--- src/rtl/fifo_mc_pkg.sv ---
// Shared definitions for the multi-channel FIFO: width helpers and the
// usage-vector slice helper used by fifo_mc and fifo_mc_ctrl.
package fifo_mc_pkg;

  // Per-channel count update selected each cycle.
  typedef enum logic [1:0] {
    CNT_HOLD = 2'd0,
    CNT_INC  = 2'd1,
    CNT_DEC  = 2'd2
  } cnt_op_e;

  // Width of a channel index; a single channel still gets a 1-bit index.
  function automatic int unsigned ch_idx_w(input int unsigned n);
    return (n > 1) ? $clog2(n) : 1;
  endfunction

  // Width of a per-channel count, which spans 0..DEPTH inclusive.
  function automatic int unsigned cnt_w(input int unsigned d);
    return $clog2(d + 1);
  endfunction

  // Width of a per-channel pointer, which spans 0..DEPTH-1.
  function automatic int unsigned ptr_w(input int unsigned d);
    return (d > 1) ? $clog2(d) : 1;
  endfunction

  // Width of an address into the shared storage of n*d entries.
  function automatic int unsigned addr_w(input int unsigned n, input int unsigned d);
    return (n * d > 1) ? $clog2(n * d) : 1;
  endfunction

  // LSB of channel ch inside the packed usage vector.
  function automatic int unsigned usage_lsb(input int unsigned ch, input int unsigned w);
    return ch * w;
  endfunction

endpackage

--- src/rtl/fifo_mc_ctrl.sv ---
// Bookkeeping for one logical channel of fifo_mc: read/write pointers with
// wrap at DEPTH-1, occupancy count, flush and full/empty decodes.
// Push and pop strobes arrive already qualified by the top level.
module fifo_mc_ctrl
  import fifo_mc_pkg::*;
#(
  parameter int unsigned DEPTH = 4,
  localparam int unsigned PTR_W = ptr_w(DEPTH),
  localparam int unsigned CNT_W = cnt_w(DEPTH)
) (
  input  logic             clk_i,
  input  logic             rst_ni,
  input  logic             flush_i,
  input  logic             push_i,
  input  logic             pop_i,
  output logic [PTR_W-1:0] wr_ptr_o,
  output logic [PTR_W-1:0] rd_ptr_o,
  output logic [CNT_W-1:0] count_o,
  output logic             full_o,
  output logic             empty_o
);

  cnt_op_e cnt_op;

  // Pointer successor; DEPTH need not be a power of two, so wrap explicitly.
  function automatic logic [PTR_W-1:0] ptr_inc(input logic [PTR_W-1:0] p);
    return (p == PTR_W'(DEPTH - 1)) ? '0 : p + PTR_W'(1);
  endfunction

  // Decide how the count moves: simultaneous push and pop cancel out.
  always_comb begin
    // NOTE: default first so every path assigns cnt_op and no latch is inferred.
    cnt_op = CNT_HOLD;
    if (push_i && !pop_i) begin
      cnt_op = CNT_INC;
    end else if (pop_i && !push_i) begin
      cnt_op = CNT_DEC;
    end
  end

  // Pointer and count registers; reset and flush both return to empty.
  always_ff @(posedge clk_i) begin
    // NOTE: non-blocking assignments so all registers update from pre-edge values.
    if (!rst_ni) begin
      wr_ptr_o <= '0;
      rd_ptr_o <= '0;
      count_o  <= '0;
    end else if (flush_i) begin
      wr_ptr_o <= '0;
      rd_ptr_o <= '0;
      count_o  <= '0;
    end else begin
      if (push_i) wr_ptr_o <= ptr_inc(wr_ptr_o);
      if (pop_i)  rd_ptr_o <= ptr_inc(rd_ptr_o);
      case (cnt_op)
        CNT_INC: count_o <= count_o + CNT_W'(1);
        CNT_DEC: count_o <= count_o - CNT_W'(1);
        default: count_o <= count_o;
      endcase
    end
  end

  assign full_o  = (count_o == CNT_W'(DEPTH));
  assign empty_o = (count_o == '0);

endmodule

--- src/rtl/fifo_mc.sv ---
// Multi-channel synchronous FIFO: NUM_CH independent queues of DEPTH entries
// carved statically out of one storage array (channel c, entry p lives at
// address c*DEPTH+p). One valid/ready push port and one valid/ready pop port,
// each steered by a channel index. Optional fall-through lets an empty channel
// forward the pushed word to the output in the same cycle.
// Optional feature macro: COMMON_CELLS_FIFO_MC_ALMOST_FULL_EN adds AF_THRESH
// and the per-channel almost_full_o output.
module fifo_mc
  import fifo_mc_pkg::*;
#(
  parameter int unsigned NUM_CH       = 4,
  parameter int unsigned DEPTH        = 4,
  parameter int unsigned DATA_WIDTH   = 32,
  parameter bit          FALL_THROUGH = 1'b0,
`ifdef COMMON_CELLS_FIFO_MC_ALMOST_FULL_EN
  parameter int unsigned AF_THRESH    = DEPTH - 1,
`endif
  parameter type         dtype        = logic [DATA_WIDTH-1:0],
  localparam int unsigned CH_W        = ch_idx_w(NUM_CH),
  localparam int unsigned CNT_W       = cnt_w(DEPTH)
) (
  input  logic                    clk_i,
  input  logic                    rst_ni,
  input  logic [NUM_CH-1:0]       flush_i,
  input  logic                    in_valid_i,
  input  logic [CH_W-1:0]         in_ch_i,
  input  dtype                    data_i,
  output logic                    in_ready_o,
  input  logic [CH_W-1:0]         out_ch_i,
  output logic                    out_valid_o,
  output dtype                    data_o,
  input  logic                    out_ready_i,
  output logic [NUM_CH-1:0]       full_o,
  output logic [NUM_CH-1:0]       empty_o,
`ifdef COMMON_CELLS_FIFO_MC_ALMOST_FULL_EN
  output logic [NUM_CH-1:0]       almost_full_o,
`endif
  output logic [NUM_CH*CNT_W-1:0] usage_o
);

  localparam int unsigned PTR_W     = ptr_w(DEPTH);
  localparam int unsigned ADDR_W    = addr_w(NUM_CH, DEPTH);
  localparam int unsigned MEM_DEPTH = NUM_CH * DEPTH;

  // One-hot channel selects; an out-of-range index yields an all-zero select,
  // which naturally closes both handshakes for that index.
  logic [NUM_CH-1:0] in_sel;
  logic [NUM_CH-1:0] out_sel;
  logic [NUM_CH-1:0] push_ch;
  logic [NUM_CH-1:0] pop_ch;
  logic [NUM_CH-1:0] full;
  logic [NUM_CH-1:0] empty;

  logic [PTR_W-1:0]  wr_ptr [NUM_CH];
  logic [PTR_W-1:0]  rd_ptr [NUM_CH];
  logic [CNT_W-1:0]  count  [NUM_CH];

  logic [ADDR_W-1:0] wr_addr;
  logic [ADDR_W-1:0] rd_addr;

  logic push_fire;
  logic pop_fire;
  logic bypass;
  logic bypass_taken;

  dtype mem [MEM_DEPTH];

  // Decode channel indices and pick the selected channels' storage addresses.
  always_comb begin
    in_sel  = '0;
    out_sel = '0;
    wr_addr = '0;
    rd_addr = '0;
    for (int c = 0; c < NUM_CH; c++) begin
      in_sel[c]  = (int'(in_ch_i) == c);
      out_sel[c] = (int'(out_ch_i) == c);
      if (in_sel[c])  wr_addr = ADDR_W'(c * DEPTH) + ADDR_W'(wr_ptr[c]);
      if (out_sel[c]) rd_addr = ADDR_W'(c * DEPTH) + ADDR_W'(rd_ptr[c]);
    end
  end

  // Handshakes. A full channel refuses a push even if it is popped this cycle,
  // so in_ready_o never depends on out_ready_i.
  always_comb begin
    in_ready_o   = |(in_sel & ~full & ~flush_i);
    push_fire    = in_valid_i & in_ready_o;
    bypass       = FALL_THROUGH & push_fire & (|(in_sel & out_sel)) & (|(out_sel & empty));
    out_valid_o  = |(out_sel & ~flush_i & (~empty | {NUM_CH{bypass}}));
    pop_fire     = out_valid_o & out_ready_i;
    // A bypassed word that is consumed immediately never touches the channel.
    bypass_taken = bypass & pop_fire;
    push_ch      = in_sel  & {NUM_CH{push_fire & ~bypass_taken}};
    pop_ch       = out_sel & {NUM_CH{pop_fire  & ~bypass_taken}};
  end

  // Output mux: forwarded input word on bypass, otherwise the channel head.
  always_comb begin
    data_o = '0;
    if (|out_sel) begin
      data_o = bypass ? data_i : mem[rd_addr];
    end
  end

  // Shared storage; written only by an accepted, stored push.
  always_ff @(posedge clk_i) begin
    if (!rst_ni) begin
      // NOTE: this array is cleared on reset on purpose so data_o reads '0
      // afterwards; storage that needs no defined content should skip this.
      for (int i = 0; i < MEM_DEPTH; i++) mem[i] <= '0;
    end else if (|push_ch) begin
      mem[wr_addr] <= data_i;
    end
  end

  for (genvar c = 0; c < NUM_CH; c++) begin : g_ch
    fifo_mc_ctrl #(
      .DEPTH(DEPTH)
    ) u_ctrl (
      .clk_i   (clk_i),
      .rst_ni  (rst_ni),
      .flush_i (flush_i[c]),
      .push_i  (push_ch[c]),
      .pop_i   (pop_ch[c]),
      .wr_ptr_o(wr_ptr[c]),
      .rd_ptr_o(rd_ptr[c]),
      .count_o (count[c]),
      .full_o  (full[c]),
      .empty_o (empty[c])
    );

    assign usage_o[usage_lsb(c, CNT_W) +: CNT_W] = count[c];
  end

  assign full_o  = full;
  assign empty_o = empty;

`ifdef COMMON_CELLS_FIFO_MC_ALMOST_FULL_EN
  if (AF_THRESH == 0 || AF_THRESH > DEPTH) begin : g_af_bad_thresh
    $error("fifo_mc: AF_THRESH must lie in 1..DEPTH");
  end

  for (genvar c = 0; c < NUM_CH; c++) begin : g_af
    assign almost_full_o[c] = (count[c] >= CNT_W'(AF_THRESH));
  end
`endif

endmodule
--- config.mk ---
export PLATFORM = sky130hd
export DESIGN_NAME = fifo_mc
export DESIGN_NICKNAME = d
export VERILOG_FILES = /design/src/rtl/fifo_mc_pkg.sv /design/src/rtl/fifo_mc_ctrl.sv /design/src/rtl/fifo_mc.sv
export SDC_FILE = /design/constraint.sdc
export NUM_CORES = 1
export LEC_CHECK = 0
export ABC_AREA = 0
export BUFFER_PORTS_ARGS = -buffer_cell sky130_fd_sc_hd__buf_2
export CORE_ASPECT_RATIO = 1.25
export CORE_MARGIN = 2
export CORE_UTILIZATION = 42
export CTS_CLUSTER_SIZE = 40
export DETAILED_ROUTE_END_ITERATION = 8
export SYNTH_ARGS = -nofsm -noshare
export SYNTH_HDL_FRONTEND = slang
export SYNTH_SLANG_ARGS = --single-unit
--- constraint.sdc ---
create_clock -name clk_i -period 5.8 [get_ports clk_i]
set_clock_uncertainty 0.05 [all_clocks]
set_input_delay 0.87 -clock clk_i [delete_from_list [all_inputs] [get_ports clk_i]]
set_output_delay 0.87 -clock clk_i [all_outputs]
set_load 0.005 [all_outputs]
==> metrics <==
Final #Nets about 1900; DR iter-0 viols 1316; drt pass-1 iters 5; total clock sinks 540; Core Region just under 0.06 sq mm; cts hold-fix bufs 0; H-tree depth 2; Critical Path Start Type input pin; P per Cell Area slightly below 300 mW/mm^2; fin crit period approximately 4.8 ns; synth unique cells 33; Initial Utilization 0.426; Async SR Flop Fraction 0; Routed Antenna Nets 0; worst hold margin 0.449 ns; Fin. Hold Viols 0; RSZ-0062 raised after global routing false; Syn. warnings 0; Syn Inst Count approximately 1800; worst path arrival time approximately 3.8 ns; Required @ worst endpoint 4.88 ns; Post-Syn Area between 0.02 and 0.025 sq mm; number of global-route vias before repair 15900; Syn Area/Cell ~14 sq um; max_cap viols 0; Die Y ~280 microns; outcome finished, final reports clean; Post-synth top cells edfxtp_1 (512), nor2_1 (322), mux2i_1 (304); gr ovfl total 0; root buf cell clkbuf_16; top-count cell post-synth edfxtp_1; Setup CP Type in2out; # diodes 0; Max-Slew Margin vs Limit 0.244; #FFs+latches synth 540; first-pass GRT wire length about 100000 microns; Worst VDD drop 0.000241 V; Tot Pwr slightly above 8000 uW; # setup viols final 0; layout cells sized above 1 0.166; Ports 98; fmax around 210 MHz; antenna violations before repair 1; IO Port Bufs between 90 and 100; # DRC 0; Vias/cell around 5.8; Layout area overhead 10.8%; Syn Nets ~1900; gp weighted congestion 0.756; worst-margin pin slew between 1 and 1.5 ns; HP Class reg2reg; overall via count from detail_route between 15000 and 20000; Synth Flop Type edfxtp_1; post-CTS setup buffer count 0; global-route usage over all layers 0.220; CTS max path bufs 3; die area between 0.06 and 0.07 sq mm; Fin Setup TNS 0 ns; Post-Route WL about 67000 microns; CTS tree yes; post-synth top area share 0.616; Post-synth EDFFs ~510; Synth area leaders edfxtp_1 (62%), mux2i_1 (12%), mux4_2 (6.0%); clk slew on worst S/H paths approximately 0.060 ns; Wirelength per Cell between 20 and 30 microns; placed wire-length estimate about 36000 microns; width of the die 222 microns; worst-path maximum fanout 50; register area share after synthesis 0.638; leakage power 0.00883 uW; Clk Latency, worst-skew pair 0.59 ns; final period utilization 0.819; CTS resizes 0; num rows a little under 100; TritonCTS Buffers between 50 and 60; Yosys top cell by area edfxtp_1; max-slew violations 0; Cell Area, Placed roughly 0.026 sq mm; crit path capture type primary output; Post-Layout Inst Area 0.0277 sq mm; largest net degree at the start of global routing ~110
==> report_power, final <==
group          internal [uW]  switching, uW  leakage (uW)
clock network           1810           1460      0.000789
registers               4380           33.9       0.00556
logic                    145            344       0.00248
total                   6340           1840       0.00883
==> metrics by stage <==
step,util,instances,worst slack [ns]
finish,0.472,2654,1.05
global route,0.472,2654,0.924
CTS,0.472,2654,1.01
detailed placement,0.445,2558,1.01
global placement,0.445,2558,1.03
floorplan,-,1836,0.738
==> state kept, by name (all words and copies together) (netlist names) <==
| register | cells |
|---|---|
| g_ch.u_ctrl.wr_ptr_o | 8 |
| g_ch.u_ctrl.count_o | 12 |
| g_ch.u_ctrl.rd_ptr_o | 8 |
| mem | 512 |
==> path summary, 6_finish.rpt <==
kind	from	end	slack (ns)	cells after the start
setup reg to reg	g_ch[0].u_ctrl.wr_ptr_o[0]	mem[14][29]	2.65	6
hold reg to reg	g_ch[0].u_ctrl.rd_ptr_o[0]	g_ch[0].u_ctrl.rd_ptr_o[0]	0.45	2
hold / removal	g_ch[0].u_ctrl.rd_ptr_o[0]	g_ch[0].u_ctrl.rd_ptr_o[0]	0.45	2
setup / recovery	out_ch_i[1]	data_o[29]	1.05	7
==> cells in the final DEF (no fill, tap or decap), types with 3 or more instances in the layout <==
master	Yosys	routed
nor4_1	3	3
nand2b_1	10	9
dfxtp_1	28	28
xor2_1	8	8
mux2i_1	304	304
o21ai_4	0	11
fa_1	4	4
clkbuf_16	0	53
nand2_2	0	5
nor3_1	231	231
ha_1	12	12
clkbuf_1	117	13
o21ai_0	17	6
bufinv_16	0	3
a21oi_1	12	12
inv_1	17	17
clkinv_1	0	11
buf_4	8	50
buf_12	0	5
nand3_1	34	32
nor2_1	322	322
mux4_2	67	66
buf_2	18	94
edfxtp_1	512	512
clkinv_2	0	11
or3_1	6	6
nor3b_1	6	6
nand2_1	44	39
==> kinds of logic (layout without fill, tap and decap cells) <==
| group | Yosys count | after routing | share of synthesized area |
|---|---|---|---|
| AOI/OAI and AO/OA | 30 | 30 | 0.00646 |
| and+or+nand+nor | 668 | 668 | 0.119 |
| muxes | 372 | 372 | 0.183 |
| buffers and inverters | 202 | 263 | 0.0412 |
| adders and majority gates | 16 | 16 | 0.00922 |
| xor gates and xnor gates | 8 | 8 | 0.00281 |
| DFF | 540 | 540 | 0.638 |
==> critical path: stages <==
cell     delay (ns)
buf_4          0.34
mux4_4         0.91
buf_4          0.48
mux2i_1        0.22
mux4_2         0.53
mux2i_1        0.26
buf_2          0.17
==> area by class of cell <==
cell class	count	area (sq um)
Fill cell	5079	30900
Sequential cell	540	15900
Multi-Input combinational cell	1094	8170
Clock buffer	66	1380
Timing Repair Buffer	150	957
Tap cell	757	947
Clock inverter	30	226
Inverter	17	63.8
==> per-layer routing <==
layer | track usage | vias to the layer above | share of wire
met5 | 0 | - | 0.00016
met4 | 0.0629 | 2 | 0.025
met3 | 0.0318 | 110 | 0.054
met2 | 0.375 | 489 | 0.50
met1 | 0.293 | 7859 | 0.42
li1 | - | 6816 | -
No activity file was read; power rests on OpenSTA's default activity.
